`src/rtl/arb_credit_bank_if.sv`:
```
// Grant handshake bundle between arb_credit_bank (master) and its downstream
// consumer (slave): per-channel requests plus the registered grant offer.
interface arb_credit_bank_if #(
    parameter int NCHAN = 4,
    parameter int IDW   = $clog2(NCHAN)
);
    logic [NCHAN-1:0] req;
    logic             gnt_ready;
    logic             gnt_valid;
    logic [IDW-1:0]   gnt_id;

    modport master (input req, input gnt_ready, output gnt_valid, output gnt_id);
    modport slave  (output req, output gnt_ready, input gnt_valid, input gnt_id);
endinterface

```
`src/rtl/arb_credit_bank.sv`:
```
// NCHAN saturating credit counters with a registered round-robin grant stage.
// Define ARB_CREDIT_ERR_EN to add sticky overflow/underflow flags (err_ovf/err_udf/err_clr).
module arb_credit_bank #(
    parameter int NCHAN      = 4,
    parameter int NBITS      = 4,
    parameter int MAX_CREDIT = 2**NBITS-1,
    parameter int IDW        = $clog2(NCHAN)
) (
    input  logic                   CLK,
    input  logic                   nRST,
    input  logic [NCHAN-1:0]       clear,
    input  logic [NCHAN-1:0]       inc,
    input  logic [NCHAN-1:0]       dec,
    arb_credit_bank_if.master      gnt,
    output logic [NCHAN*NBITS-1:0] count,
    output logic [NCHAN-1:0]       empty,
    output logic [NCHAN-1:0]       full
`ifdef ARB_CREDIT_ERR_EN
    ,
    input  logic                   err_clr,
    output logic [NCHAN-1:0]       err_ovf,
    output logic [NCHAN-1:0]       err_udf
`endif
);

    typedef enum logic {IDLE, OFFER} state_t;

    localparam logic [NBITS-1:0] MAXC = NBITS'(MAX_CREDIT);

    state_t           state, state_nxt;
    logic [NBITS-1:0] cnt [NCHAN];
    logic [IDW-1:0]   ptr, ptr_nxt;
    logic [IDW-1:0]   gid, gid_nxt;
    logic [IDW-1:0]   cand, pick;
    logic             found;
    logic             accept, withdraw;
    logic [NCHAN-1:0] elig, reserved, consume;

    assign gnt.gnt_valid = (state == OFFER);
    assign gnt.gnt_id    = gid;

    // A clear on the offered channel withdraws the offer and masks gnt_ready.
    assign withdraw = (state == OFFER) && clear[gid];
    assign accept   = (state == OFFER) && gnt.gnt_ready && !clear[gid];

    // NOTE: every signal gets a default at the top of an always_comb so no path can infer a latch.
    always_comb begin
        reserved = '0;
        consume  = '0;
        elig     = '0;
        for (int i = 0; i < NCHAN; i++) begin
            reserved[i] = (state == OFFER) && (gid == IDW'(i));
            consume[i]  = (dec[i] && !reserved[i]) || (accept && reserved[i]);
            elig[i]     = gnt.req[i] && (cnt[i] != '0) && !clear[i] && !dec[i];
        end
    end

    // Round-robin search starting one past the last accepted channel.
    always_comb begin
        found = 1'b0;
        pick  = ptr;
        cand  = ptr;
        for (int k = 1; k <= NCHAN; k++) begin
            cand = IDW'((int'(ptr) + k) % NCHAN);
            if (!found && elig[cand]) begin
                found = 1'b1;
                pick  = cand;
            end
        end
    end

    // NOTE: sequential state uses non-blocking assignments so every flop samples pre-edge values.
    always_ff @(posedge CLK or negedge nRST) begin
        if (!nRST) begin
            state <= IDLE;
            gid   <= '0;
            ptr   <= IDW'(NCHAN-1);
        end else begin
            state <= state_nxt;
            gid   <= gid_nxt;
            ptr   <= ptr_nxt;
        end
    end

    always_comb begin
        state_nxt = state;
        case (state)
            IDLE:    if (found) state_nxt = OFFER;
            OFFER:   if (accept || withdraw) state_nxt = IDLE;
            default: state_nxt = IDLE;
        endcase
    end

    always_comb begin
        gid_nxt = gid;
        ptr_nxt = ptr;
        if (state == IDLE && found) gid_nxt = pick;
        if (accept)                 ptr_nxt = gid;
    end

    // NOTE: the counter array is a handful of flops, so it takes the async reset like any other state.
    always_ff @(posedge CLK or negedge nRST) begin
        if (!nRST) begin
            for (int i = 0; i < NCHAN; i++) cnt[i] <= '0;
        end else begin
            for (int i = 0; i < NCHAN; i++) begin
                if (clear[i])
                    cnt[i] <= '0;
                else if (inc[i] && !consume[i] && cnt[i] != MAXC)
                    cnt[i] <= cnt[i] + 1'b1;
                else if (!inc[i] && consume[i] && cnt[i] != '0)
                    cnt[i] <= cnt[i] - 1'b1;
            end
        end
    end

    always_comb begin
        count = '0;
        empty = '0;
        full  = '0;
        for (int i = 0; i < NCHAN; i++) begin
            count[i*NBITS +: NBITS] = cnt[i];
            empty[i] = (cnt[i] == '0);
            full[i]  = (cnt[i] == MAXC);
        end
    end

`ifdef ARB_CREDIT_ERR_EN
    logic [NCHAN-1:0] ovf_set, udf_set;

    always_comb begin
        ovf_set = '0;
        udf_set = '0;
        for (int i = 0; i < NCHAN; i++) begin
            ovf_set[i] = !clear[i] && inc[i] && !consume[i] && (cnt[i] == MAXC);
            udf_set[i] = !clear[i] && dec[i] && (reserved[i] || (!inc[i] && cnt[i] == '0));
        end
    end

    always_ff @(posedge CLK or negedge nRST) begin
        if (!nRST) begin
            err_ovf <= '0;
            err_udf <= '0;
        end else if (err_clr) begin
            err_ovf <= '0;
            err_udf <= '0;
        end else begin
            err_ovf <= err_ovf | ovf_set;
            err_udf <= err_udf | udf_set;
        end
    end
`endif

endmodule

```
`src/flat_wrapper.sv`:
```
// flat-port wrapper written by rule: the top's interface ports become plain ports
module arb_credit_bank_flat 
#(
    parameter int NCHAN      = 4,
    parameter int NBITS      = 4,
    parameter int MAX_CREDIT = 2**NBITS-1,
    parameter int IDW        = $clog2(NCHAN)
)
  (CLK, nRST, clear, inc, dec, count, empty, full, gnt_req, gnt_gnt_ready, gnt_gnt_valid, gnt_gnt_id);
  arb_credit_bank_if #(.NCHAN(NCHAN), .IDW(IDW)) gnt_i ();
  input  logic CLK;
  input  logic nRST;
  input  logic [NCHAN-1:0] clear;
  input  logic [NCHAN-1:0] inc;
  input  logic [NCHAN-1:0] dec;
  output logic [NCHAN*NBITS-1:0] count;
  output logic [NCHAN-1:0] empty;
  output logic [NCHAN-1:0] full;
  input wire logic [$bits(gnt_i.req)-1:0] gnt_req;
  input wire logic [$bits(gnt_i.gnt_ready)-1:0] gnt_gnt_ready;
  output wire logic [$bits(gnt_i.gnt_valid)-1:0] gnt_gnt_valid;
  output wire logic [$bits(gnt_i.gnt_id)-1:0] gnt_gnt_id;
  assign gnt_i.req = gnt_req;
  assign gnt_i.gnt_ready = gnt_gnt_ready;
  assign gnt_gnt_valid = gnt_i.gnt_valid;
  assign gnt_gnt_id = gnt_i.gnt_id;
  arb_credit_bank #(.NCHAN(NCHAN), .NBITS(NBITS), .MAX_CREDIT(MAX_CREDIT), .IDW(IDW)) u_core (.CLK(CLK), .nRST(nRST), .clear(clear), .inc(inc), .dec(dec), .gnt(gnt_i), .count(count), .empty(empty), .full(full));
endmodule
```
`config.mk`:
```
export PLATFORM = sky130hd
export DESIGN_NAME = arb_credit_bank_flat
export DESIGN_NICKNAME = d
export VERILOG_FILES = /design/src/rtl/arb_credit_bank_if.sv /design/src/rtl/arb_credit_bank.sv /design/src/flat_wrapper.sv
export SDC_FILE = /design/constraint.sdc
export NUM_CORES = 1
export LEC_CHECK = 0
export CAP_MARGIN = 20
export CORE_MARGIN = 2
export CORE_UTILIZATION = 50
export CTS_BUF_LIST = sky130_fd_sc_hd__clkbuf_16
export CTS_CLUSTER_DIAMETER = 150
export DETAILED_ROUTE_END_ITERATION = 8
export GPL_ROUTABILITY_DRIVEN = 0
export PLACE_DENSITY_LB_ADDON = 0.12
export SLEW_MARGIN = 10
export SYNTH_ARGS = -nofsm -noshare
export SYNTH_HDL_FRONTEND = slang
export SYNTH_SLANG_ARGS = --single-unit
```
`constraint.sdc`:
```
create_clock -name CLK -period 4.53 [get_ports CLK]
set_input_delay 1.1325 -clock CLK [delete_from_list [all_inputs] [get_ports CLK]]
set_output_delay 1.1325 -clock CLK [all_outputs]
set_load 0.02 [all_outputs]
```
# ---- Word level (Yosys, flattened, before mapping)
# Cells that the tools add are included.
dict set report totals {
  wordCells 158
  out_inout_bits 27
  reg_bits 21
  input_bits 19
}
dict set report op_classes {
  n_eq_ne 11
  n_reduce_logical 89
  bitwise 1
  mux 33
  add_sub_neg 12
  magnitude_cmp 5
}
# op count
set op_table {}
lappend op_table {{4-bit 2-to-1 mux} 12}
lappend op_table {{1-bit logical AND} 47}
lappend op_table {{1-bit zero test} 24}
lappend op_table {{4-bit by 1-bit adder with 4-bit output, second input constant} 4}
lappend op_table {{4-bit equality test, second input constant} 4}
lappend op_table {{4-bit zero test} 4}
lappend op_table {{4-bit inequality test, second input constant} 4}
lappend op_table {{4-bit nonzero test} 4}
lappend op_table {{4-bit by 1-bit subtractor with 4-bit output, second input constant} 4}
lappend op_table {{2-bit by 3-bit less-than comparator with 1-bit output, second input constant} 5}
lappend op_table {{3-bit nonzero test} 4}
lappend op_table {{1-bit 2-to-1 mux} 11}
lappend op_table {{1-bit binary-select mux with 2-bit select} 5}
lappend op_table {{2-bit 2-to-1 mux} 4}
lappend op_table {{1-bit logical OR} 5}
lappend op_table {{2-bit by 1-bit adder with 2-bit output, second input constant} 2}
lappend op_table {{2-bit adder, second input constant} 2}
lappend op_table {{2-bit equality test, second input constant} 2}
lappend op_table {{2-bit by 1-bit equality test with 1-bit output, second input constant} 1}
lappend op_table {{2-bit zero test} 1}
lappend op_table {{1-bit one-hot mux with 2 select lines} 1}
lappend op_table {{1-bit NOT} 1}

# ---- Logic depth before layout (Yosys ltp)
# Gate-level depths: netlist of the first run.
dict set report logic_depth {
  word_depth 18
  mapped_depth 10
  mapped_depth_nobuf 9
}

# ---- Worst setup path after synthesis of the first run
# OpenSTA, ideal clock, no wires.
dict set report synth_path {
  kind {input -> register}
  from {input clear[3]}
  to {register u_core.cnt (netlist bit u_core.count[15])}
  setup_ps 125
  arrival_time_ps 3056
  cell_stages 10
  path_buffers 1
  required_time_ps 4405
  setup_slack_ps 1349
  cell_sequence {clkbuf_1 nor2b_1 mux2i_1 and3_1 inv_1 ha_1 a21o_1 a21oi_1 mux2i_1 mux2_2}
}
dict set report synth_via {
  elab_chain_cells 11
  word_cells_on_any_way 14
  classes_between {mux (4); reduce/logical (10)}
}
# item line
set synth_lines {}
lappend synth_lines {{start, declared} flat_wrapper.sv:13} ;# input logic [NCHAN-1:0] clear;
lappend synth_lines {{1-bit binary-select mux with 2-bit select} arb_credit_bank.sv:44} ;# assign accept = (state == OFFER) && gnt.gnt_ready && !clear[gid];
lappend synth_lines {{1-bit 2-to-1 mux (implied by the code)} arb_credit_bank.sv:44}
lappend synth_lines {{1-bit zero test} arb_credit_bank.sv:44}
lappend synth_lines {{1-bit logical AND} arb_credit_bank.sv:44}
lappend synth_lines {{1-bit logical AND} arb_credit_bank.sv:53} ;# consume[i] = (dec[i] && !reserved[i]) || (accept && reserved[i]);
lappend synth_lines {{1-bit logical OR} arb_credit_bank.sv:53}
lappend synth_lines {{1-bit zero test} arb_credit_bank.sv:109} ;# else if (inc[i] && !consume[i] && cnt[i] != MAXC)
lappend synth_lines {{1-bit logical AND (2 in series)} arb_credit_bank.sv:109}
lappend synth_lines {{4-bit 2-to-1 mux} arb_credit_bank.sv:109}
lappend synth_lines {{4-bit 2-to-1 mux} arb_credit_bank.sv:107} ;# if (clear[i])
lappend synth_lines {{end signal, assigned by index} arb_credit_bank.sv:110} ;# cnt[i] <= cnt[i] + 1'b1;
lappend synth_lines {{end signal, assigned by index} arb_credit_bank.sv:112} ;# cnt[i] <= cnt[i] - 1'b1;
lappend synth_lines {{end, declared} arb_credit_bank.sv:31} ;# logic [NBITS-1:0] cnt [NCHAN];
# Parallel ways exist; a longest one is shown, timed or not. The select of a mux whose other input is x is not followed.
# A chain may end at the register's enable or synchronous reset.

# ---- Final worst setup path of the first run
dict set report layout_path {
  from {input gnt_gnt_ready}
  to {register u_core.cnt (netlist bit u_core.count[3])}
}
dict set report layout_via {
  elab_chain_cells 9
  word_cells_on_any_way 12
  classes_between {mux (2); reduce/logical (10)}
}
# item line
set layout_lines {}
lappend layout_lines {{start, declared} flat_wrapper.sv:20} ;# input wire logic [$bits(gnt_i.gnt_ready)-1:0] gnt_gnt_ready;
lappend layout_lines {{1-bit logical AND (*) (2 in series)} arb_credit_bank.sv:44}
lappend layout_lines {{1-bit logical AND (*)} arb_credit_bank.sv:53}
lappend layout_lines {{1-bit logical OR (*)} arb_credit_bank.sv:53}
lappend layout_lines {{1-bit zero test} arb_credit_bank.sv:109}
lappend layout_lines {{1-bit logical AND (2 in series)} arb_credit_bank.sv:109}
lappend layout_lines {{4-bit 2-to-1 mux} arb_credit_bank.sv:109}
lappend layout_lines {{4-bit 2-to-1 mux} arb_credit_bank.sv:107}
# Every way passes the cells marked *; elsewhere a longest branch is shown, timed or not.

==> results of run 1 <==
## state kept, by name (all words and copies together) (netlist names)
register / count
u_core.gnt.gnt_id: 2
u_core.ptr: 2
u_core.count: 16
u_core.gnt.gnt_valid: 1
## layer usage
| layer | vias up | GRT usage |
|---|---|---|
| li1 | 717 | - |
| met1 | 690 | 0.286 |
| met2 | 40 | 0.377 |
| met3 | 4 | 0.0455 |
| met4 | 0 | 0.0456 |
| met5 | - | 0 |
## final cells by class
class	count	area (µm²)
Timing Repair Buffer	45	450
Clock buffer	3	75.1
Tap cell	44	55.1
Clock inverter	1	3.75
Fill cell	250	890
Inverter	17	63.8
Multi-Input combinational cell	135	1060
Sequential cell	21	528
## worst max-delay path, delay by kind of cell
kind                       cells  cell delay, ns
and+or+nand+nor                2            0.49
buffers and inverters          2            0.63
adders and majority gates      1            0.27
muxes                          3            0.89
AOI/OAI and AO/OA              2            0.38
## worst max-delay path by stage
stage,endpoint,cells past startpoint
finish,u_core.count[3]$_DFFE_PN0P_,10
global placement,u_core.count[7]$_DFFE_PN0P_,10
CTS,u_core.count[3]$_DFFE_PN0P_,10
floorplan,u_core.count[15]$_DFFE_PN0P_,10
global route,u_core.count[3]$_DFFE_PN0P_,10
detailed placement,u_core.count[3]$_DFFE_PN0P_,10
## cell families (layout without fill, tap and decap cells)
logic type,after synthesis,after routing
AOI/OAI and AO/OA,24,24
xor gates and xnor gates,8,8
adders and majority gates,12,12
buffers and inverters,21,66
DFF,21,21
muxes,24,24
and+or+nand+nor,67,67
## cells in the mapped netlist
library cell	instances	area [µm²]
a22oi_1	1	7.51
nand4_1	4	25.0
a31o_1	1	8.76
mux2i_2	1	13.8
ha_1	8	100
inv_1	17	63.8
buf_2	2	10.0
mux2_1	1	11.3
o21ai_0	4	20.0
a21o_1	3	22.5
a2bb2oi_1	1	8.76
nand3b_1	2	15.0
clkbuf_1	2	7.51
mux2_2	5	56.3
a22o_2	1	10.0
a21oi_1	4	20.0
nand3_1	3	15.0
mux2i_1	16	160
nor4_1	1	6.26
or4b_4	1	13.8
xnor2_1	8	70.1
and3_1	4	25.0
o211ai_1	2	15.0
or4b_1	2	20.0
dfrtp_1	19	475
a31oi_1	1	6.26
or2_2	4	25.0
nand2_1	8	30.0
fa_1	4	80.1
nor4b_1	3	26.3
a211oi_1	5	37.5
mux2_4	1	15.0
dfstp_2	2	52.6
nor4_2	3	37.5
nor3b_2	1	12.5
a21o_2	1	8.76
nor2_1	22	82.6
nor2b_1	9	56.3
## where the power goes
group | internal [mW] | leakage, nW | switching, mW
clock network | 0.118 | 0.0423 | 0.0682
registers | 0.264 | 0.271 | 0.134
logic | 0.418 | 0.709 | 0.391
total | 0.799 | 1.02 | 0.593
## per-stage QoR
step           cells   util  cell area (µm²)
4_1_cts          266  0.716             2240
2_1_floorplan    177      -             1670
6_report         266  0.716             2240
3_3_place_gp     262  0.690             2160
3_5_place_dp     262  0.690             2160
5_1_grt          266  0.716             2240
==> results.py, run 1 <==
metrics = {
    "run_status": {
        "run_status": "complete, no violations",
    },
    "worst_hold_path": {
        "hold_path_end": "u_core.count[6]$_DFFE_PN0P_",
        "hold_path_class": "reg2reg",
        "whs_path_depth": 2,
        "min-delay-start": "u_core.count[6]$_DFFE_PN0P_",
    },
    "synthesis": {
        "synth.net_count": 208,
        "seq_area_frac_synth": 0.316,
        "main_combinational_cell_family_by_area_after_synthesis": "simple AND/OR/NAND/NOR gates",
        "post_synthesis_mean_instance_area_um2": 9.44,
        "synth_adder_area_share": 0.108,
        "synthSimpleGateAreaFrac": 0.234,
        "post_synth_xor_area_fraction": 0.0419,
        "synth_compound_gate_area_share": 0.0988,
        "post_synth_inst_count": 177,
        "synth.distinct_cells": 38,
        "share_of_synthesized_area_spent_on_multiplexers": 0.153,
        "synth_area_mm2": 0.00167,
        "synth-warning-count": 0,
        "synth_seq_cells": 21,
    },
    "clock_tree": {
        "ctsResizeCount": 0,
        "clock_sinks": 21,
        "post_cts_buffers": 0,
        "cts.path.max_buffers": 2,
        "path_clk_slew_ns": 0.06,
        "tritoncts": "yes",
        "tritoncts.num_buffers": 3,
        "root_driver": "clkbuf_16",
        "worst_skew_pair.late_latency_ns": 0.25,
        "cts.hold.buffers_added": 0,
        "ctsHtreeMaxLevel": 1,
    },
    "drt": {
        "routed-via-count": 1451,
        "avgViaCountPerCell": 5.45,
        "routed_met1_length_um": 1830,
        "remaining_drc_errors": 0,
        "first_pass_iters": 4,
        "top_metal_used": "met4",
        "met3_wire_length_um": 150,
        "met2_wirelength_um": 1880,
        "wl_per_cell_um": 14.6,
        "postRouteAntennaNets": 0,
        "wl_um": 3890,
        "first_iter_violations": 63,
    },
    "worst_setup_path": {
        "criticalPathCategory": "in2reg",
        "cp.arrival_ns": 3.79,
        "crit_path_cell_trace": "clkdlybuf4s50_1 > nor2b_1 > mux2i_1 > and3_1 > inv_1 > ha_1 > a21o_2 > a21oi_1 > mux2i_1 > mux2_1",
        "path_common_cell": "mux2i_1",
        "worstPathMaxFanout": 8,
        "cp-startpoint": "gnt_gnt_ready",
        "timing.critical_path.required_ns": 4.66,
        "regToRegSetupSlack_ns": 1.66,
        "worst_r2r_startpoint": "u_core.gnt.gnt_valid$_DFF_PN0_",
        "start_kind": "input pin",
        "critical_path.max_stage_delay_ns": 0.55,
        "crit_slowest_cell": "clkdlybuf4s50_1",
        "critical_path_endpoint_category": "register",
        "timing.reg2reg.worst_path_depth": 9,
        "endpoint_of_the_lowest_slack_register_to_register_path": "u_core.count[3]$_DFFE_PN0P_",
    },
    "power": {
        "cell_area_power_density_mw_per_mm2": 622,
        "leakagePower_nw": 1.02,
        "vdd_ir_drop_max_v": 0.000355,
        "total_power_mw": 1.39,
    },
    "sta": {
        "finalWorstSetupSlack_ns": 0.869,
        "slew_headroom": 0.345,
        "clk_skew_ns": 0.00265,
        "hold_viol": 0,
        "timing_max_transition_violations_final": 0,
        "tightestPinTransition_ns": 0.979,
        "report.final.setup_viol": 0,
        "hold_ws_ns": 0.631,
        "timing.final.crit_period_ns": 3.66,
        "final_min_period_over_clock_period": 0.808,
        "grt_setup_unrepaired": "false",
        "fin_tns_setup_ns": 0,
        "max_freq_ghz": 0.273,
    },
    "global_route": {
        "globalRouteTotalUtil": 0.219,
        "first_global_vias": 1445,
        "grt.overflow.total": 0,
        "grt_start_max_net_pins": 22,
        "grt_antenna_before_repair": 0,
        "global_route_wire_length_before_repair_um": 6220,
    },
    "floorplanning": {
        "floorplan.initialDensity": 0.534,
        "boundaryPins": 46,
        "fp.coreArea_mm2": 0.00313,
        "floorplan.rows": 20,
        "die_area_mm2": 0.00382,
        "die_h_um": 61.8,
        "die_span_x_um": 61.8,
    },
    "cells_and_area": {
        "diodes": 0,
        "layout_commonest_cell": "clkdlybuf4s50_1",
        "num-nets-final": 254,
        "layout.cells.most_common_list": "clkdlybuf4s50_1, nor2_1, dfrtp_1",
        "area_growth_syn_to_layout_pct": 33.9,
        "layout-drive-gt1-share": 0.104,
    },
    "job": {
        "max_cap_violations": 0,
    },
    "placed_design": {
        "buffer_ports.inserted": 45,
        "setup_slack_placement_ns": 0.614,
        "detailed_place_hpwl_um": 2930,
    },
}
(Power assumes the default switching activity.)
==> inputs of run 2 (changes only) <==
--- a/config.mk
+++ b/config.mk
@@ -7,7 +7,7 @@
 export LEC_CHECK = 0
 export CAP_MARGIN = 20
 export CORE_MARGIN = 2
-export CORE_UTILIZATION = 50
+export CORE_UTILIZATION = 48
 export CTS_BUF_LIST = sky130_fd_sc_hd__clkbuf_16
 export CTS_CLUSTER_DIAMETER = 150
 export DETAILED_ROUTE_END_ITERATION = 8
==> constraint.sdc (replaced) <==
create_clock -name CLK -period 3.5 [get_ports CLK]
set_input_delay 0.875 -clock CLK [delete_from_list [all_inputs] [get_ports CLK]]
set_output_delay 0.875 -clock CLK [all_outputs]
set_load 0.02 [all_outputs]
==> results.py, run 2 (same netlist as run 1, synthesis figures left out) <==
metrics = {
    "placed_design": {
        "buffer_ports.inserted": 45,
        "detailed_place_hpwl_um": 3110,
        "place_inst": 272,
    },
    "clock_tree": {
        "cts.path.max_buffers": 2,
        "tritoncts.num_buffers": 3,
        "clock_sinks": 21,
        "ctsResizeCount": 0,
        "post_cts_buffers": 0,
        "root_driver": "clkbuf_16",
        "cts.hold.buffers_added": 0,
        "path_clk_slew_ns": 0.06,
        "ctsHtreeMaxLevel": 1,
        "tritoncts": "yes",
        "worst_skew_pair.late_latency_ns": 0.25,
    },
    "job": {
        "max_cap_violations": 0,
    },
    "sta": {
        "tightestPinTransition_ns": 0.592,
        "max_freq_ghz": 0.311,
        "hold_viol": 0,
        "slew_headroom": 0.600,
        "timing_max_transition_violations_final": 0,
        "clk_skew_ns": 0.00454,
        "fin_tns_setup_ns": 0,
        "grt_setup_unrepaired": "false",
        "report.final.setup_viol": 0,
        "final_min_period_over_clock_period": 0.918,
        "timing.final.crit_period_ns": 3.21,
    },
    "cells_and_area": {
        "final_cell_count_no_fill": 277,
        "layout.cells.most_common_list": "clkdlybuf4s50_1, nor2_1, dfrtp_1",
        "diodes": 0,
        "num-nets-final": 263,
        "layout_commonest_cell": "clkdlybuf4s50_1",
        "layout-drive-gt1-share": 0.143,
        "number_of_flip_flops_under_the_largest_register_name": 16,
        "area_growth_syn_to_layout_pct": 38.4,
    },
    "power": {
        "power.combinational.fraction": 0.583,
        "vdd_ir_drop_max_v": 0.000487,
        "cell_area_power_density_mw_per_mm2": 784,
        "sequential_power_share": 0.283,
        "proportion_of_power_drawn_by_the_clock_network": 0.134,
        "netSwitchingFraction": 0.421,
        "internal_pwr_total_mw": 1.05,
        "power.net_switching_mw": 0.764,
        "leakagePower_nw": 1.06,
    },
    "global_route": {
        "globalRouteTotalUtil": 0.208,
        "global_route_wire_length_before_repair_um": 6690,
        "grt.overflow.total": 0,
        "grt_antenna_before_repair": 0,
        "grt_start_max_net_pins": 22,
        "first_global_vias": 1502,
    },
    "drt": {
        "wl_per_cell_um": 14.1,
        "wl_um": 3920,
        "first_pass_iters": 4,
        "routed-via-count": 1491,
        "postRouteAntennaNets": 0,
        "remaining_drc_errors": 0,
        "avgViaCountPerCell": 5.38,
        "first_iter_violations": 83,
    },
    "worst_setup_path": {
        "start_kind": "input pin",
        "critical_path_endpoint_category": "register",
        "timing.critical_path.required_ns": 3.63,
        "cp.arrival_ns": 3.34,
        "criticalPathCategory": "in2reg",
        "worstPathMaxFanout": 8,
    },
    "floorplanning": {
        "floorplan.rows": 21,
        "die_h_um": 63.0,
        "boundaryPins": 46,
        "floorplan.initialDensity": 0.501,
        "fp.coreArea_mm2": 0.00334,
        "die_span_x_um": 63.0,
        "die_area_mm2": 0.00397,
    },
    "worst_hold_path": {
        "hold_path_class": "reg2reg",
    },
    "run_status": {
        "run_status": "complete, no violations",
    },
}
## run 2: cell types whose count changed in the layout (fill, tap and decap cells not counted), sizes merged
cell,delta
buf,+9
clkinv,+1
inv,-1
## run 2: critical path, stage by stage
cell and delay [ns]:
clkdlybuf4s50_1 0.54, nor2b_1 0.20, mux2i_1 0.18, and3_1 0.26, inv_1 0.09, ha_1 0.28, a21o_2 0.21, a21oi_1 0.16
mux2i_1 0.21, mux2_1 0.34
## run 2: stage by stage
stage | cell area (µm²) | worst slack, ns | hold WS (ns) | utilization | power [mW]
4_1_cts | 2300 | 0.285 | 0.559 | 0.690 | 1.83
5_1_grt | 2310 | 0.100 | 0.578 | 0.693 | 1.95
2_1_floorplan | 1670 | 0.577 | 0.506 | - | 1.17
3_3_place_gp | 2220 | 0.107 | 0.524 | 0.666 | 1.53
6_report | 2310 | 0.288 | 0.557 | 0.693 | 1.81
3_5_place_dp | 2220 | 0.0207 | 0.550 | 0.666 | 1.57
## run 2: power by group through the flow
stage	Sequential, mW	Combinational, mW	Clock, mW
5_1_grt	0.536	1.15	0.263
3_5_place_dp	0.514	1.06	0
6_report	0.514	1.06	0.242
4_1_cts	0.511	1.06	0.251
3_3_place_gp	0.508	1.02	0
2_1_floorplan	0.563	0.604	0
## run 2: worst paths after layout
| path | from | end | slack, ns | depth (start not counted) |
|---|---|---|---|---|
| worst max-delay path | gnt_gnt_ready | u_core.count[3]$_DFFE_PN0P_ | 0.29 | 10 |
| worst min-delay path | u_core.ptr[1]$_DFFE_PN1P_ | u_core.ptr[1]$_DFFE_PN1P_ | 0.56 | 2 |
| worst max register to register | u_core.gnt.gnt_valid$_DFF_PN0_ | u_core.count[3]$_DFFE_PN0P_ | 0.78 | 9 |
| worst min register to register | u_core.ptr[1]$_DFFE_PN1P_ | u_core.ptr[1]$_DFFE_PN1P_ | 0.56 | 2 |
| max in group asynchronous | nRST | u_core.ptr[0]$_DFFE_PN1P_ | 2.08 | 2 |
| min in group asynchronous | nRST | u_core.count[1]$_DFFE_PN0P_ | 0.90 | 1 |
## run 2: final cells by class
| cell class | instances | area (µm²) |
|---|---|---|
| clock buffer | 3 | 75.1 |
| tap | 46 | 57.6 |
| inverter | 17 | 63.8 |
| sequential | 21 | 528 |
| clock inverter | 1 | 5.00 |
| multi-input combinational | 135 | 1060 |
| timing repair buffer | 54 | 522 |
| fill | 263 | 1020 |
## run 2: layer usage
layer | GRT usage | share of wire | vias to the layer above
met3 | 0.0342 | 0.041 | 2
met2 | 0.367 | 0.50 | 38
met4 | 0.0417 | 0.0054 | 0
li1 | - | - | 733
met5 | 0 | 0 | -
met1 | 0.268 | 0.46 | 718
==> inputs of run 3 (changes only) <==
--- a/config.mk
+++ b/config.mk
@@ -5,7 +5,7 @@
 export SDC_FILE = /design/constraint.sdc
 export NUM_CORES = 1
 export LEC_CHECK = 0
-export CAP_MARGIN = 20
+export CAP_MARGIN = 15
 export CORE_MARGIN = 2
 export CORE_UTILIZATION = 48
 export CTS_BUF_LIST = sky130_fd_sc_hd__clkbuf_16
==> results.py, run 3 (same netlist as run 1, synthesis figures left out) <==
metrics = {
    "run_status": {
        "run_status": "complete, no violations",
    },
    "sta": {
        "report.final.setup_viol": 0,
        "final_min_period_over_clock_period": 0.918,
        "grt_setup_unrepaired": "false",
        "slew_headroom": 0.347,
        "hold_ws_ns": 0.556,
        "hold_viol": 0,
        "fin_tns_setup_ns": 0,
        "finalWorstSetupSlack_ns": 0.286,
        "tightestPinTransition_ns": 0.977,
        "timing.final.crit_period_ns": 3.21,
        "timing_max_transition_violations_final": 0,
        "clk_skew_ns": 0.00479,
        "max_freq_ghz": 0.311,
    },
    "power": {
        "power.net_switching_mw": 0.763,
        "netSwitchingFraction": 0.421,
        "power.combinational.fraction": 0.583,
        "sequential_power_share": 0.284,
        "total_power_mw": 1.81,
        "internal_pwr_total_mw": 1.05,
        "vdd_ir_drop_max_v": 0.000487,
        "leakagePower_nw": 1.06,
        "proportion_of_power_drawn_by_the_clock_network": 0.133,
        "cell_area_power_density_mw_per_mm2": 787,
    },
    "floorplanning": {
        "fp.coreArea_mm2": 0.00334,
        "boundaryPins": 46,
        "floorplan.rows": 21,
        "floorplan.initialDensity": 0.501,
        "die_area_mm2": 0.00397,
        "die_span_x_um": 63.0,
        "die_h_um": 63.0,
    },
    "clock_tree": {
        "path_clk_slew_ns": 0.06,
        "tritoncts.num_buffers": 3,
        "ctsResizeCount": 0,
        "root_driver": "clkbuf_16",
        "ctsHtreeMaxLevel": 1,
        "post_cts_buffers": 0,
        "clock_sinks": 21,
        "cts.hold.buffers_added": 0,
        "tritoncts": "yes",
        "worst_skew_pair.late_latency_ns": 0.25,
        "cts.path.max_buffers": 2,
    },
    "drt": {
        "remaining_drc_errors": 0,
        "first_iter_violations": 105,
        "postRouteAntennaNets": 0,
        "routed-via-count": 1502,
        "wl_per_cell_um": 14.2,
        "first_pass_iters": 4,
        "wl_um": 3910,
        "avgViaCountPerCell": 5.44,
    },
    "worst_setup_path": {
        "path_common_cell": "mux2i_1",
        "critical_path.max_stage_delay_ns": 0.54,
        "critical_path.n_buffers_inverters": 2,
        "crit_slowest_cell": "clkdlybuf4s50_1",
        "crit_path_cell_trace": "clkdlybuf4s50_1 > nor2b_1 > mux2i_1 > and3_1 > inv_1 > ha_1 > a21o_2 > a21oi_1 > mux2i_1 > mux2_1",
        "path_delay_family": "multiplexers",
        "critical_path_endpoint_category": "register",
        "start_kind": "input pin",
        "worstPathMaxFanout": 8,
        "criticalPathCategory": "in2reg",
        "timing.critical_path.required_ns": 3.63,
        "cp.arrival_ns": 3.35,
    },
    "cells_and_area": {
        "layout_commonest_cell": "clkdlybuf4s50_1",
        "finish.instance_area_mm2": 0.00230,
        "num-nets-final": 262,
        "area_growth_syn_to_layout_pct": 37.7,
        "number_of_flip_flops_under_the_largest_register_name": 16,
        "diodes": 0,
        "final_cell_count_no_fill": 276,
        "final.fill_count": 265,
        "post_layout_utilization_of_the_core": 0.690,
        "layout.cells.most_common_list": "clkdlybuf4s50_1, nor2_1, dfrtp_1",
        "layout-drive-gt1-share": 0.139,
    },
    "global_route": {
        "grt.overflow.total": 0,
        "grt_start_max_net_pins": 22,
        "first_global_vias": 1502,
        "grt_antenna_before_repair": 0,
        "global_route_wire_length_before_repair_um": 6690,
        "globalRouteTotalUtil": 0.208,
    },
    "placed_design": {
        "place_inst": 272,
        "setup_slack_placement_ns": 0.0207,
        "buffer_ports.inserted": 45,
        "postPlaceCellArea_mm2": 0.00222,
        "detailed_place_hpwl_um": 3110,
    },
    "worst_hold_path": {
        "hold_path_class": "reg2reg",
    },
    "job": {
        "max_cap_violations": 0,
    },
}
-- run 3: cell count changes in the layout (fill, tap and decap cells not counted), sizes merged --
cell	previous run	this run
buf	9	8
-- run 3: path summary, 6_finish.rpt --
path / start / to / slack [ns] / cells after the start
setup reg to reg: u_core.gnt.gnt_valid$_DFF_PN0_ / u_core.count[3]$_DFFE_PN0P_ / 0.77 / 9
min in group asynchronous: nRST / u_core.gnt.gnt_id[0]$_DFFE_PN0P_ / 1.16 / 1
max in group asynchronous: nRST / u_core.count[3]$_DFFE_PN0P_ / 1.75 / 1
setup / recovery: gnt_gnt_ready / u_core.count[3]$_DFFE_PN0P_ / 0.29 / 10
hold reg to reg: u_core.ptr[1]$_DFFE_PN1P_ / u_core.ptr[1]$_DFFE_PN1P_ / 0.56 / 2
hold / removal: u_core.ptr[1]$_DFFE_PN1P_ / u_core.ptr[1]$_DFFE_PN1P_ / 0.56 / 2
-- run 3: metal layers --
layer / GRT usage / wire length, µm
met1: 0.268 / 1750
met2: 0.367 / 1990
met3: 0.0342 / 149
met4: 0.0417 / 21
met5: 0 / 0
-- run 3: tightest hold or removal path: stages (launching register included) --
cell     delay (ns)
dfstp_2        0.40
o21ai_0        0.07
o21ai_0        0.08
-- run 3: area by class of cell --
class / instances / area [µm²] / area share
repair buffers: 53 / 510 / 0.222
clock inverters: 1 / 5.00 / 0.00217
well taps: 46 / 57.6 / 0.0250
clock buffers: 3 / 75.1 / 0.0326
flip-flops and latches: 21 / 528 / 0.229
multi-input cells: 135 / 1060 / 0.461
inverters: 17 / 63.8 / 0.0277
-- run 3: power groups by stage --
stage	Combinational [mW]	Sequential, mW	Clock (mW)
after floorplan	0.604	0.563	0
after global placement	1.02	0.508	0
after detailed placement	1.06	0.514	0
after CTS	1.06	0.511	0.251
after global routing	1.15	0.535	0.263
final	1.06	0.515	0.242
